===== src/rtl/fetch_pc_unit_pkg.sv =====
// -----------------------------------------------------------------------------
// fetch_pc_unit_pkg
// Definitions shared by the fetch PC unit, CP0 and the pipeline registers:
//   EXC_NONE / EXC_ADEL      - exception codes carried down the pipeline
//   *_DEFAULT                - default reset / handler / IM window addresses
//   npc_sel_e                - next-PC source selector used by the fetch unit
// -----------------------------------------------------------------------------
package fetch_pc_unit_pkg;

   localparam logic [4:0]  EXC_NONE = 5'd0;
   localparam logic [4:0]  EXC_ADEL = 5'd4;

   localparam logic [31:0] RESET_PC_DEFAULT   = 32'h0000_3000;
   localparam logic [31:0] HANDLER_PC_DEFAULT = 32'h0000_4180;
   localparam logic [31:0] IM_BASE_DEFAULT    = 32'h0000_3000;
   localparam logic [31:0] IM_LIMIT_DEFAULT   = 32'h0000_6FFC;

   typedef enum logic [2:0] {
      NPC_SEQ,
      NPC_HANDLER,
      NPC_HOLD,
      NPC_EPC,
      NPC_TARGET
   } npc_sel_e;

endpackage


===== src/rtl/fetch_pc_unit_if.sv =====
// -----------------------------------------------------------------------------
// fetch_pc_if
// Bundle between the pipeline control (hazard unit, CP0, D stage) and the
// fetch PC unit.
//   master : drives Stall, Req, D_eret, EPC, D_jump, D_redirect, D_target;
//            receives F_pc, F_ExcCode, F_BD, flush
//   slave  : the fetch PC unit (mirror directions)
// -----------------------------------------------------------------------------
interface fetch_pc_if;

   logic        Stall;
   logic        Req;
   logic        D_eret;
   logic [31:0] EPC;
   logic        D_jump;
   logic        D_redirect;
   logic [31:0] D_target;
   logic [31:0] F_pc;
   logic [4:0]  F_ExcCode;
   logic        F_BD;
   logic        flush;

   modport master (
      output Stall, Req, D_eret, EPC, D_jump, D_redirect, D_target,
      input  F_pc, F_ExcCode, F_BD, flush
   );

   modport slave (
      input  Stall, Req, D_eret, EPC, D_jump, D_redirect, D_target,
      output F_pc, F_ExcCode, F_BD, flush
   );

endinterface


===== src/rtl/fetch_pc_unit_exc_check.sv =====
// -----------------------------------------------------------------------------
// fetch_exc_check
// Combinational fetch-address check producing the F-stage exception code.
//   pc       in  32  current fetch address
//   exc_code out 5   EXC_ADEL on a bad fetch address, else EXC_NONE
// Macro FETCH_RANGE_CHECK_EN: when defined, addresses outside
// [IM_BASE, IM_LIMIT] also raise AdEL; otherwise only misalignment does.
// -----------------------------------------------------------------------------
module fetch_exc_check
   import fetch_pc_unit_pkg::*;
#(
   parameter logic [31:0] IM_BASE  = IM_BASE_DEFAULT,
   parameter logic [31:0] IM_LIMIT = IM_LIMIT_DEFAULT
) (
   input  logic [31:0] pc,
   output logic [4:0]  exc_code
);

   logic misaligned;
   logic out_of_range;

   assign misaligned = |pc[1:0];

`ifdef FETCH_RANGE_CHECK_EN
   assign out_of_range = (pc < IM_BASE) || (pc > IM_LIMIT);
`else
   // Window bounds and upper pc bits are intentionally ignored in this build.
   logic unused_range;
   assign unused_range = ^{IM_BASE, IM_LIMIT, pc[31:2]};
   assign out_of_range = 1'b0;
`endif

   assign exc_code = (misaligned || out_of_range) ? EXC_ADEL : EXC_NONE;

endmodule


===== src/rtl/fetch_pc_unit.sv =====
// -----------------------------------------------------------------------------
// fetch_pc_unit
// F-stage program counter of the 5-stage MIPS pipeline. Owns the PC register,
// selects the next PC and produces the F-stage exception code, delay-slot flag
// and the ERET flush.
//   clk    in   system clock, rising edge
//   reset  in   synchronous active-high reset (pc <= RESET_PC)
//   fif    slave modport of fetch_pc_if:
//            Stall, Req, D_eret, EPC, D_jump, D_redirect, D_target (in)
//            F_pc, F_ExcCode, F_BD, flush (out)
// Macro FETCH_RANGE_CHECK_EN enables the IM window check (see fetch_exc_check).
// -----------------------------------------------------------------------------
module fetch_pc_unit
   import fetch_pc_unit_pkg::*;
#(
   parameter logic [31:0] RESET_PC   = RESET_PC_DEFAULT,
   parameter logic [31:0] HANDLER_PC = HANDLER_PC_DEFAULT,
   parameter logic [31:0] IM_BASE    = IM_BASE_DEFAULT,
   parameter logic [31:0] IM_LIMIT   = IM_LIMIT_DEFAULT
) (
   input  logic       clk,
   input  logic       reset,
   fetch_pc_if.slave  fif
);

   logic [31:0] pc;
   logic [31:0] pc_next;
   npc_sel_e    npc_sel;

   // Req beats Stall (the redirect to the handler cannot wait); ERET beats a
   // taken branch so an illegal ERET+branch encoding still resolves one way.
   always_comb begin
      npc_sel = NPC_SEQ;
      if (fif.Req)             npc_sel = NPC_HANDLER;
      else if (fif.Stall)      npc_sel = NPC_HOLD;
      else if (fif.D_eret)     npc_sel = NPC_EPC;
      else if (fif.D_redirect) npc_sel = NPC_TARGET;
   end

   always_comb begin
      pc_next = pc + 32'd4;
      case (npc_sel)
         NPC_HANDLER: pc_next = HANDLER_PC;
         NPC_HOLD:    pc_next = pc;
         NPC_EPC:     pc_next = fif.EPC;
         NPC_TARGET:  pc_next = fif.D_target;
         default:     pc_next = pc + 32'd4;
      endcase
   end

   always_ff @(posedge clk) begin
      if (reset) pc <= RESET_PC;
      else       pc <= pc_next;
   end

   assign fif.F_pc = pc;

   // The D-stage register ignores F_BD while stalled, so no Stall gating here.
   assign fif.F_BD  = fif.D_jump & ~fif.D_eret;
   assign fif.flush = fif.D_eret & ~fif.Stall & ~fif.Req;

   fetch_exc_check #(
      .IM_BASE  (IM_BASE),
      .IM_LIMIT (IM_LIMIT)
   ) u_exc_check (
      .pc       (pc),
      .exc_code (fif.F_ExcCode)
   );

endmodule


===== src/flat_wrapper.sv =====
// flat-port wrapper written by rule: the top's interface ports become plain ports
module fetch_pc_unit_flat import fetch_pc_unit_pkg::*;
#(
   parameter logic [31:0] RESET_PC   = RESET_PC_DEFAULT,
   parameter logic [31:0] HANDLER_PC = HANDLER_PC_DEFAULT,
   parameter logic [31:0] IM_BASE    = IM_BASE_DEFAULT,
   parameter logic [31:0] IM_LIMIT   = IM_LIMIT_DEFAULT
)
  (clk, reset, fif_Stall, fif_Req, fif_D_eret, fif_EPC, fif_D_jump, fif_D_redirect, fif_D_target, fif_F_pc, fif_F_ExcCode, fif_F_BD, fif_flush);
  fetch_pc_if fif_i ();
  input  logic clk;
  input  logic reset;
  input wire logic [$bits(fif_i.Stall)-1:0] fif_Stall;
  input wire logic [$bits(fif_i.Req)-1:0] fif_Req;
  input wire logic [$bits(fif_i.D_eret)-1:0] fif_D_eret;
  input wire logic [$bits(fif_i.EPC)-1:0] fif_EPC;
  input wire logic [$bits(fif_i.D_jump)-1:0] fif_D_jump;
  input wire logic [$bits(fif_i.D_redirect)-1:0] fif_D_redirect;
  input wire logic [$bits(fif_i.D_target)-1:0] fif_D_target;
  output wire logic [$bits(fif_i.F_pc)-1:0] fif_F_pc;
  output wire logic [$bits(fif_i.F_ExcCode)-1:0] fif_F_ExcCode;
  output wire logic [$bits(fif_i.F_BD)-1:0] fif_F_BD;
  output wire logic [$bits(fif_i.flush)-1:0] fif_flush;
  assign fif_i.Stall = fif_Stall;
  assign fif_i.Req = fif_Req;
  assign fif_i.D_eret = fif_D_eret;
  assign fif_i.EPC = fif_EPC;
  assign fif_i.D_jump = fif_D_jump;
  assign fif_i.D_redirect = fif_D_redirect;
  assign fif_i.D_target = fif_D_target;
  assign fif_F_pc = fif_i.F_pc;
  assign fif_F_ExcCode = fif_i.F_ExcCode;
  assign fif_F_BD = fif_i.F_BD;
  assign fif_flush = fif_i.flush;
  fetch_pc_unit #(.RESET_PC(RESET_PC), .HANDLER_PC(HANDLER_PC), .IM_BASE(IM_BASE), .IM_LIMIT(IM_LIMIT)) u_core (.clk(clk), .reset(reset), .fif(fif_i));
endmodule

===== config.mk =====
export PLATFORM = sky130hd
export DESIGN_NAME = fetch_pc_unit_flat
export DESIGN_NICKNAME = d
export VERILOG_FILES = /design/src/rtl/fetch_pc_unit_pkg.sv /design/src/rtl/fetch_pc_unit_if.sv /design/src/rtl/fetch_pc_unit_exc_check.sv /design/src/rtl/fetch_pc_unit.sv /design/src/flat_wrapper.sv
export SDC_FILE = /design/constraint.sdc
export NUM_CORES = 1
export LEC_CHECK = 0
export ABC_AREA = 1
export BUFFER_PORTS_ARGS = -buffer_cell sky130_fd_sc_hd__buf_2
export CORE_MARGIN = 4
export CORE_UTILIZATION = 53
export CTS_CLUSTER_DIAMETER = 50
export DETAILED_ROUTE_END_ITERATION = 16
export PLACE_DENSITY_LB_ADDON = 0.3
export SYNTH_ARGS = -nofsm -noshare
export SYNTH_HDL_FRONTEND = slang
export SYNTH_HIERARCHICAL = 1
export SYNTH_SLANG_ARGS = --single-unit

===== constraint.sdc =====
create_clock -name clk -period 2.7 [get_ports clk]
set_clock_uncertainty 0.2 [all_clocks]
set_input_delay 0.405 -clock clk [delete_from_list [all_inputs] [get_ports clk]]
set_output_delay 0.405 -clock clk [all_outputs]
set_load 0.05 [all_outputs]

==> results of run 1 <==
through the flow:
stage / utilization [%] / std cells / power, W / area, um^2
2_1_floorplan: - / 469 / 0.000870 / 2710
4_1_cts: 68.6 / 632 / 0.00134 / 3300
5_1_grt: 68.6 / 632 / 0.00140 / 3300
6_report: 68.6 / 632 / 0.00133 / 3300
3_5_place_dp: 67.0 / 625 / 0.000992 / 3230
3_3_place_gp: 67.0 / 625 / 0.000983 / 3230
worst max-delay path: stages:
cell and delay [ns]:
buf_2 0.13, inv_2 0.06, nand2_1 0.08, nor2_2 0.11, buf_4 0.21, buf_2 0.29
cells by family (layout without fill, tap and decap cells):
group                      after synthesis  count (layout)
xor gates and xnor gates                 7               7
buffers and inverters                   60             156
AOI/OAI and AO/OA                       67              67
other                                    1               4
adders and majority gates                1               1
DFF                                     32              32
and+or+nand+nor                        298             298
layout make-up:
| type | instances | area, um^2 | share of cell area, % |
|---|---|---|---|
| inverters | 38 | 143 | 4.32 |
| clock inverters | 1 | 5.00 | 0.152 |
| repair buffers | 111 | 571 | 17.3 |
| flip-flops and latches | 32 | 641 | 19.4 |
| multi-input cells | 377 | 1790 | 54.1 |
| clock buffers | 6 | 72.6 | 2.20 |
| well taps | 67 | 83.8 | 2.54 |
path summary, 6_finish.rpt:
path              slack, ns          startpoint  depth (start not counted)                  end
setup / recovery       0.81           fif_Stall                          6            fif_flush
hold / removal         0.16               reset                          2   u_core/fif.F_pc[1]
setup reg to reg       0.91  u_core/fif.F_pc[3]                         10  u_core/fif.F_pc[26]
hold reg to reg        0.29  u_core/fif.F_pc[0]                          2   u_core/fif.F_pc[0]
metal layers:
metal / up-vias / GRT usage, % / part of all wire (%)
li1: 1658 / - / -
met1: 1417 / 28.2 / 41
met2: 117 / 45.8 / 51
met3: 12 / 4.99 / 6.4
met4: 0 / 7.73 / 1.4
met5: - / 0 / 0
report_power, final:
| group | switching, W | internal (W) |
|---|---|---|
| combinational | 0.000294 | 0.000128 |
| sequential | 0.0000521 | 0.000508 |
| clock | 0.000174 | 0.000175 |
| total | 0.000521 | 0.000812 |
cell usage in the layout, fill, tap and decap left out, types with 7 or more instances in the layout:
cell     synthesis  layout
nand2_1        188     188
buf_2            7     105
nor2_1          49      47
inv_1           32      32
dfxtp_1         32      32
o21ai_0         28      28
nand3_1         25      25
a21oi_1         25      25
nor2_2           6       8
nand2_2          7       7
==> summary.txt, run 1 <==
Clock tree
  • Post-CTS sizing: 0
  • CTS buffer count: 5
  • Clock-pin slew on the worst setup and hold paths: 0.06 ns
  • CTS Buffer Depth: 2
  • Hold buffers post-CTS: 0
  • Post-CTS setup buffers: 0
  • CTS sink count: 32
  • Max H-tree Level: 2
  • Clk Latency, worst-skew pair: between 0.2 and 0.3 ns
  • CTS tree: yes
  • Root Buffer: clkbuf_8

Layout
  • Area Overhead vs Synth: 22.5%
  • # fillers: ~470
  • Layout cells sized above 1: between 20% and 30%
  • Max FFs per register: 32
  • Final nets: roughly 640
  • # diodes: 0

Logic synthesis
  • Post-Syn Instances: around 470
  • Fraction of the mapped netlist area in adder cells: less than 1%
  • Post-Synth Simple-Gate Area: approximately 50%
  • Yosys warning count: 6
  • Mapped cell area: about 2700 um^2
  • #FFs+latches synth: 32
  • Top cell type's share of synthesized area: between 20% and 30%
  • Top_reg_cell synth: dfxtp_1
  • Seq/Total Area, Yosys: about a quarter
  • Post-synth top area cell: nand2_1
  • Top cells by area, synth: nand2_1, dfxtp_1, nor2_1
  • Multiplexer share of the synthesized area: 0%
  • Number of flops mapped to enable cells by yosys: 0
  • Most frequent cells after synthesis: nand2_1, nor2_1, dfxtp_1, inv_1, o21ai_0
  • Synth Area in Compound Gates: a little over an eighth
  • XOR/XNOR Fraction of Synth Area: between 2 and 3%
  • Largest family of logic cells by synthesized area: simple AND/OR/NAND/NOR gates
  • Yosys cell types: 35
  • Most common cell in the netlist: nand2_1
  • Avg Synthesized Cell Area: ~5.8 um^2
  • Ys async rst share: 0%

Global route
  • Largest net degree at the start of global routing: 28
  • GRT Overall Usage: 24.7%
  • Vias in the first global route: 2,998
  • Antenna violations before repair: 0
  • First-pass GRT wire length: ~13,000 um
  • Grt total ovfl: 0

Status
  • Outcome: completed

Drt
  • DR iter-0 viols: roughly 190
  • Post-route ant nets: 0
  • Routed wire length: ~7600 um
  • DR DRC count: 0
  • DRT Pass-1 Iters: 5
  • Via count: around 3.2k
  • Via density: between 5 and 6
  • WL per Instance: ~12 um

Worst setup path
  • Crit end category: primary output
  • WP data arrival: roughly 1.3 ns
  • CP Launch Type: primary input
  • Critical Setup Path Class: primary input to primary output
  • Worst-path fanout max: 15
  • Required @ worst endpoint: between 2 and 2.5 ns

Power and ir drop
  • Pwr dens: roughly 400 nW/um^2
  • Worst VDD drop: around 0.00025 V
  • Pleak: around 1.7 nW

Die
  • # IOs: 110
  • Die height: just under 80 um
  • Starting density of the core: between 50 and 60%
  • Core area: a little under 5000 um^2
  • Die area: 6290 um^2
  • Cell Rows: 25
  • Die Wd: 79.3 um

STA
  • Post-layout worst setup margin: 0.811 ns
  • Final min period: around 1.9 ns
  • Pins Over Slew Limit: 0
  • RSZ-0062 raised after global routing: false
  • Setup TNS: 0 ns
  • Hold Slack: around 0.16 ns
  • Least-Margin Pin Slew: between 0.7 and 0.8 ns
  • Crit share post-route: between 60% and 70%
  • Setup violators final: 0
  • Final hold viol count: 0
  • Worst slew margin: a little over 50%
  • Top achievable clock speed: 529 MHz

Place
  • DP Worst Slack: 0.680 ns
  • Placer's final routability congestion estimate: between 0.9 and 1
  • Port buffer count: 105
  • DPL Wire Length: slightly below 6000 um

Flow run
  • Max Cap Violations: 0

Worst hold path
  • Worst hold path type: primary input to register
(Power assumes the default switching activity.)
==> run 2, diff against run 1 <==
--- a/config.mk
+++ b/config.mk
@@ -5,10 +5,10 @@
 export SDC_FILE = /design/constraint.sdc
 export NUM_CORES = 1
 export LEC_CHECK = 0
-export ABC_AREA = 1
+export ABC_AREA = 0
 export BUFFER_PORTS_ARGS = -buffer_cell sky130_fd_sc_hd__buf_2
 export CORE_MARGIN = 4
-export CORE_UTILIZATION = 53
+export CORE_UTILIZATION = 48
 export CTS_CLUSTER_DIAMETER = 50
 export DETAILED_ROUTE_END_ITERATION = 16
 export PLACE_DENSITY_LB_ADDON = 0.3
==> constraint.sdc (replaced) <==
create_clock -name clk -period 1.96 [get_ports clk]
set_clock_uncertainty 0.2 [all_clocks]
set_input_delay 0.294 -clock clk [delete_from_list [all_inputs] [get_ports clk]]
set_output_delay 0.294 -clock clk [all_outputs]
set_load 0.05 [all_outputs]
==> run 2 against run 1 <==
Net effect:
- the flow now finishes with violations (negative setup slack)
- global-route usage up 5.8 points
- critical path depth down 1
- clock power up 45%
- highest routed layer unchanged
- cell area up 15%
- synthesized area down 5.2%
- worst setup slack worse by 0.82 ns
- via count up 13%
- sequential share of layout area down 0.40 points
- largest power group unchanged
- critical path type is now register to register
- core utilization up 5.5 points
- sequential power up 27%
- synthesized cell count down 28%
- combinational power up 50%
==> summary.txt, run 2 <==
STA
  • Top achievable clock speed: about 510 MHz
  • Setup TNS: -0.0191 ns (was 0 ns)
  • Pins Over Slew Limit: 0 (unchanged)
  • RSZ-0062 raised after global routing: true (was false)
  • Crit share post-route: 101%
  • Setup violators final: 2 (was 0)
  • Final min period: 1.97 ns
  • Least-Margin Pin Slew: 0.728 ns (was 0.733 ns)
  • Worst slew margin: 51.4% (was 51.1%)
  • Post-layout worst setup margin: -0.0101 ns (was 0.811 ns)
  • Final hold viol count: 0 (unchanged)

Layout
  • # diodes: 0 (unchanged)
  • Area Overhead vs Synth: 49.0% (was 22.5%)
  • Post-layout instance area: 3810 um^2 (was 3300 um^2)
  • Final nets: 561 (was 637)
  • Multi-input combinational cell area: 1800 um^2 (was 1790 um^2)
  • Layout cells sized above 1: 46.9% (was 27.1%)
  • Fin cells: 560 (was 632)
  • Sequential Area: 723 um^2 (was 641 um^2)
  • Most common cell after layout, fill and taps aside: buf_2 (was nand2_1)
  • Max FFs per register: 32 (unchanged)
  • # fillers: 415 (was 474)
  • Most frequent cells in the layout: buf_2, buf_4, o21ai_0 (was nand2_1, buf_2, nor2_1)

Global route
  • Grt total ovfl: 0 (unchanged)
  • GRT Overall Usage: 30.6% (was 24.7%)
  • Vias in the first global route: 3,405 (was 2,998)
  • First-pass GRT wire length: 15,700 um (was 12,700 um)
  • Largest net degree at the start of global routing: 20 (was 28)
  • Antenna violations before repair: 0 (unchanged)

Logic synthesis
  • Top_reg_cell synth: dfxtp_1 (unchanged)
  • Top cell type's share of synthesized area: 25.1% (was 26.2%)
  • Mapped cell area: 2550 um^2 (was 2700 um^2)
  • Seq/Total Area, Yosys: 25.1% (was 23.8%)
  • Fraction of the mapped netlist area in adder cells: 0.490% (was 0.464%)
  • Ys async rst share: 0% (unchanged)
  • Largest family of logic cells by synthesized area: compound AO/OA/AOI/OAI gates (was simple AND/OR/NAND/NOR gates)
  • Avg Synthesized Cell Area: 7.63 um^2 (was 5.79 um^2)
  • Yosys warning count: 6 (unchanged)
  • Post-Syn Instances: 335 (was 466)
  • Top cells by area, synth: dfxtp_1, o21ai_0, a21oi_1 (was nand2_1, dfxtp_1, nor2_1)
  • #FFs+latches synth: 32 (unchanged)
  • Multiplexer share of the synthesized area: 0.441% (was 0%)
  • Number of flops mapped to enable cells by yosys: 0 (unchanged)
  • Most frequent cells after synthesis: dfxtp_1, clkbuf_1, o21ai_0 (was nand2_1, nor2_1, dfxtp_1, inv_1, o21ai_0)
  • Post-synth top area cell: dfxtp_1 (was nand2_1)
  • Most common cell in the netlist: dfxtp_1 (was nand2_1)
  • Post-Synth Simple-Gate Area: 32.3% (was 48.7%)
  • Synth Area in Compound Gates: 33.9% (was 13.6%)
  • XOR/XNOR Fraction of Synth Area: 0% (was 2.83%)
  • Yosys cell types: 70 (was 35)

Drt
  • Via count: 3,612 (was 3,204)
  • WL per Instance: 18.5 um (was 12.1 um)
  • Post-route ant nets: 0 (unchanged)
  • DRT Pass-1 Iters: 5 (unchanged)
  • DR iter-0 viols: 406 (was 187)
  • Via density: 6.45 (was 5.07)
  • Routed wire length: 10,400 um (was 7640 um)
  • DR DRC count: 0 (unchanged)

Flow run
  • Max Cap Violations: 0 (unchanged)

Clock tree
  • Root Buffer: clkbuf_8 (unchanged)
  • Max H-tree Level: 2 (unchanged)
  • Clock-pin slew on the worst setup and hold paths: 0.07 ns (was 0.06 ns)
  • CTS tree: yes (unchanged)
  • Clk Latency, worst-skew pair: 0.29 ns (about the same)
  • CTS Buffer Depth: 2 (unchanged)
  • CTS sink count: 32 (unchanged)
  • CTS buffer count: 5 (unchanged)

Place
  • Placed cell count: 548 (was 625)
  • Port buffer count: 105 (unchanged)
  • Placer's final routability congestion estimate: 0.989 (was 0.915)
  • Cell Area, Placed: 3630 um^2 (was 3230 um^2)
  • DPL Wire Length: 7720 um (was 5940 um)

Worst hold path
  • Worst hold path type: primary input to register (unchanged)
  • Cell depth of the worst hold path: 3 (was 2)

Power and ir drop
  • Pleak: 1.63 nW (was 1.67 nW)
  • Worst VDD drop: 0.000346 V (was 0.000254 V)
  • Pwr dens: 486 nW/um^2 (was 403 nW/um^2)

Worst setup path
  • Critical Setup Path Class: register to register (was primary input to primary output)
  • Crit end category: register (was primary output)
  • R2R depth: 5 (was 10)
  • Slowest cell on crit path: or4_4 (was buf_2)
  • CP max stage delay: 0.51 ns (was 0.29 ns)
  • Worst-path fanout max: 3 (was 15)
  • Sequence of cells on the critical path: nand4_1 > buf_6 > or4_4 > or4_4 > a41oi_2 (was buf_2 > inv_2 > nand2_1 > nor2_2 > buf_4 > buf_2)
  • CP Launch Type: register (was primary input)
  • Required @ worst endpoint: 1.97 ns (was 2.10 ns)
  • WP data arrival: 1.98 ns (was 1.28 ns)
  • Top cell by count, worst path: or4_4 (was buf_2)

Status
  • Failing checks: negative setup slack
  • Outcome: finished, violations left (was completed)

Die
  • Die area: 6550 um^2 (was 6290 um^2)
  • Die Wd: 81.0 um (was 79.3 um)
  • Starting density of the core: 49.7% (was 56.0%)
  • Cell Rows: 26 (was 25)
  • Die height: 81.0 um (was 79.3 um)
  • # IOs: 110 (unchanged)
  • Core area: 5140 um^2 (was 4820 um^2)
run 2: worst paths after layout:
kind	start	slack (ns)	endpoint
min	fif_EPC[0]	0.05	u_core/fif.F_pc[0]
max reg2reg	u_core/fif.F_pc[13]	-0.01	u_core/fif.F_pc[18]
max	u_core/fif.F_pc[13]	-0.01	u_core/fif.F_pc[18]
min reg2reg	u_core/fif.F_pc[6]	0.34	u_core/fif.F_pc[6]
run 2: power breakdown:
part	internal, W	switching (W)
clock network	0.000252	0.000252
logic	0.000240	0.000394
registers	0.000675	0.0000382
total	0.00117	0.000685
run 2: logic make-up (layout without fill, tap and decap cells):
group | Yosys count | count (layout)
simple gates | 138 | 138
mux | 1 | 1
buf+inv | 44 | 196
flops | 32 | 32
other cells | 1 | 4
fa+ha+maj | 1 | 1
compound gates | 118 | 118
run 2: layout make-up:
class / instances / area share, %
inverters: 11 / 1.08
well taps: 70 / 2.30
clock buffers: 8 / 2.10
repair buffers: 177 / 28.3
flip-flops and latches: 32 / 19.0
multi-input cells: 262 / 47.2
run 2: per-stage QoR:
stage / power [W] / hold slack [ns] / setup slack (ns) / utilization (%)
final: 0.00185 / 0.0503 / -0.0101 / 74.1
after global routing: 0.00193 / 0.0447 / -0.0462 / 74.1
after CTS: 0.00184 / 0.0492 / 0.00320 / 73.3
after detailed placement: 0.00134 / 0.321 / -0.203 / 70.7
after global placement: 0.00133 / 0.318 / -0.130 / 70.7
after floorplan: 0.00109 / 0.240 / -0.162 / -
run 2: worst max-delay path: cells and delay by family (launching register included):
kind	cells	cell delay (ns)
simple gates	3	1.04
compound gates	1	0.16
flops	1	0.35
buf+inv	1	0.15
run 2: what timing repair did:
item,4_1_cts,5_1_grt
pin swaps,8,1
endpoints found under the setup margin,7,7
hold buffers,0,0
setup buffers,4,0
resized for setup,7,7
run 2: per-layer routing:
metal / GRT usage (%) / vias to the layer above / share of wire (%)
met5: 0 / - / 0
met4: 13.7 / 0 / 2.4
met3: 5.10 / 41 / 10
met2: 52.8 / 254 / 48
met1: 37.0 / 1673 / 39
li1: - / 1644 / -
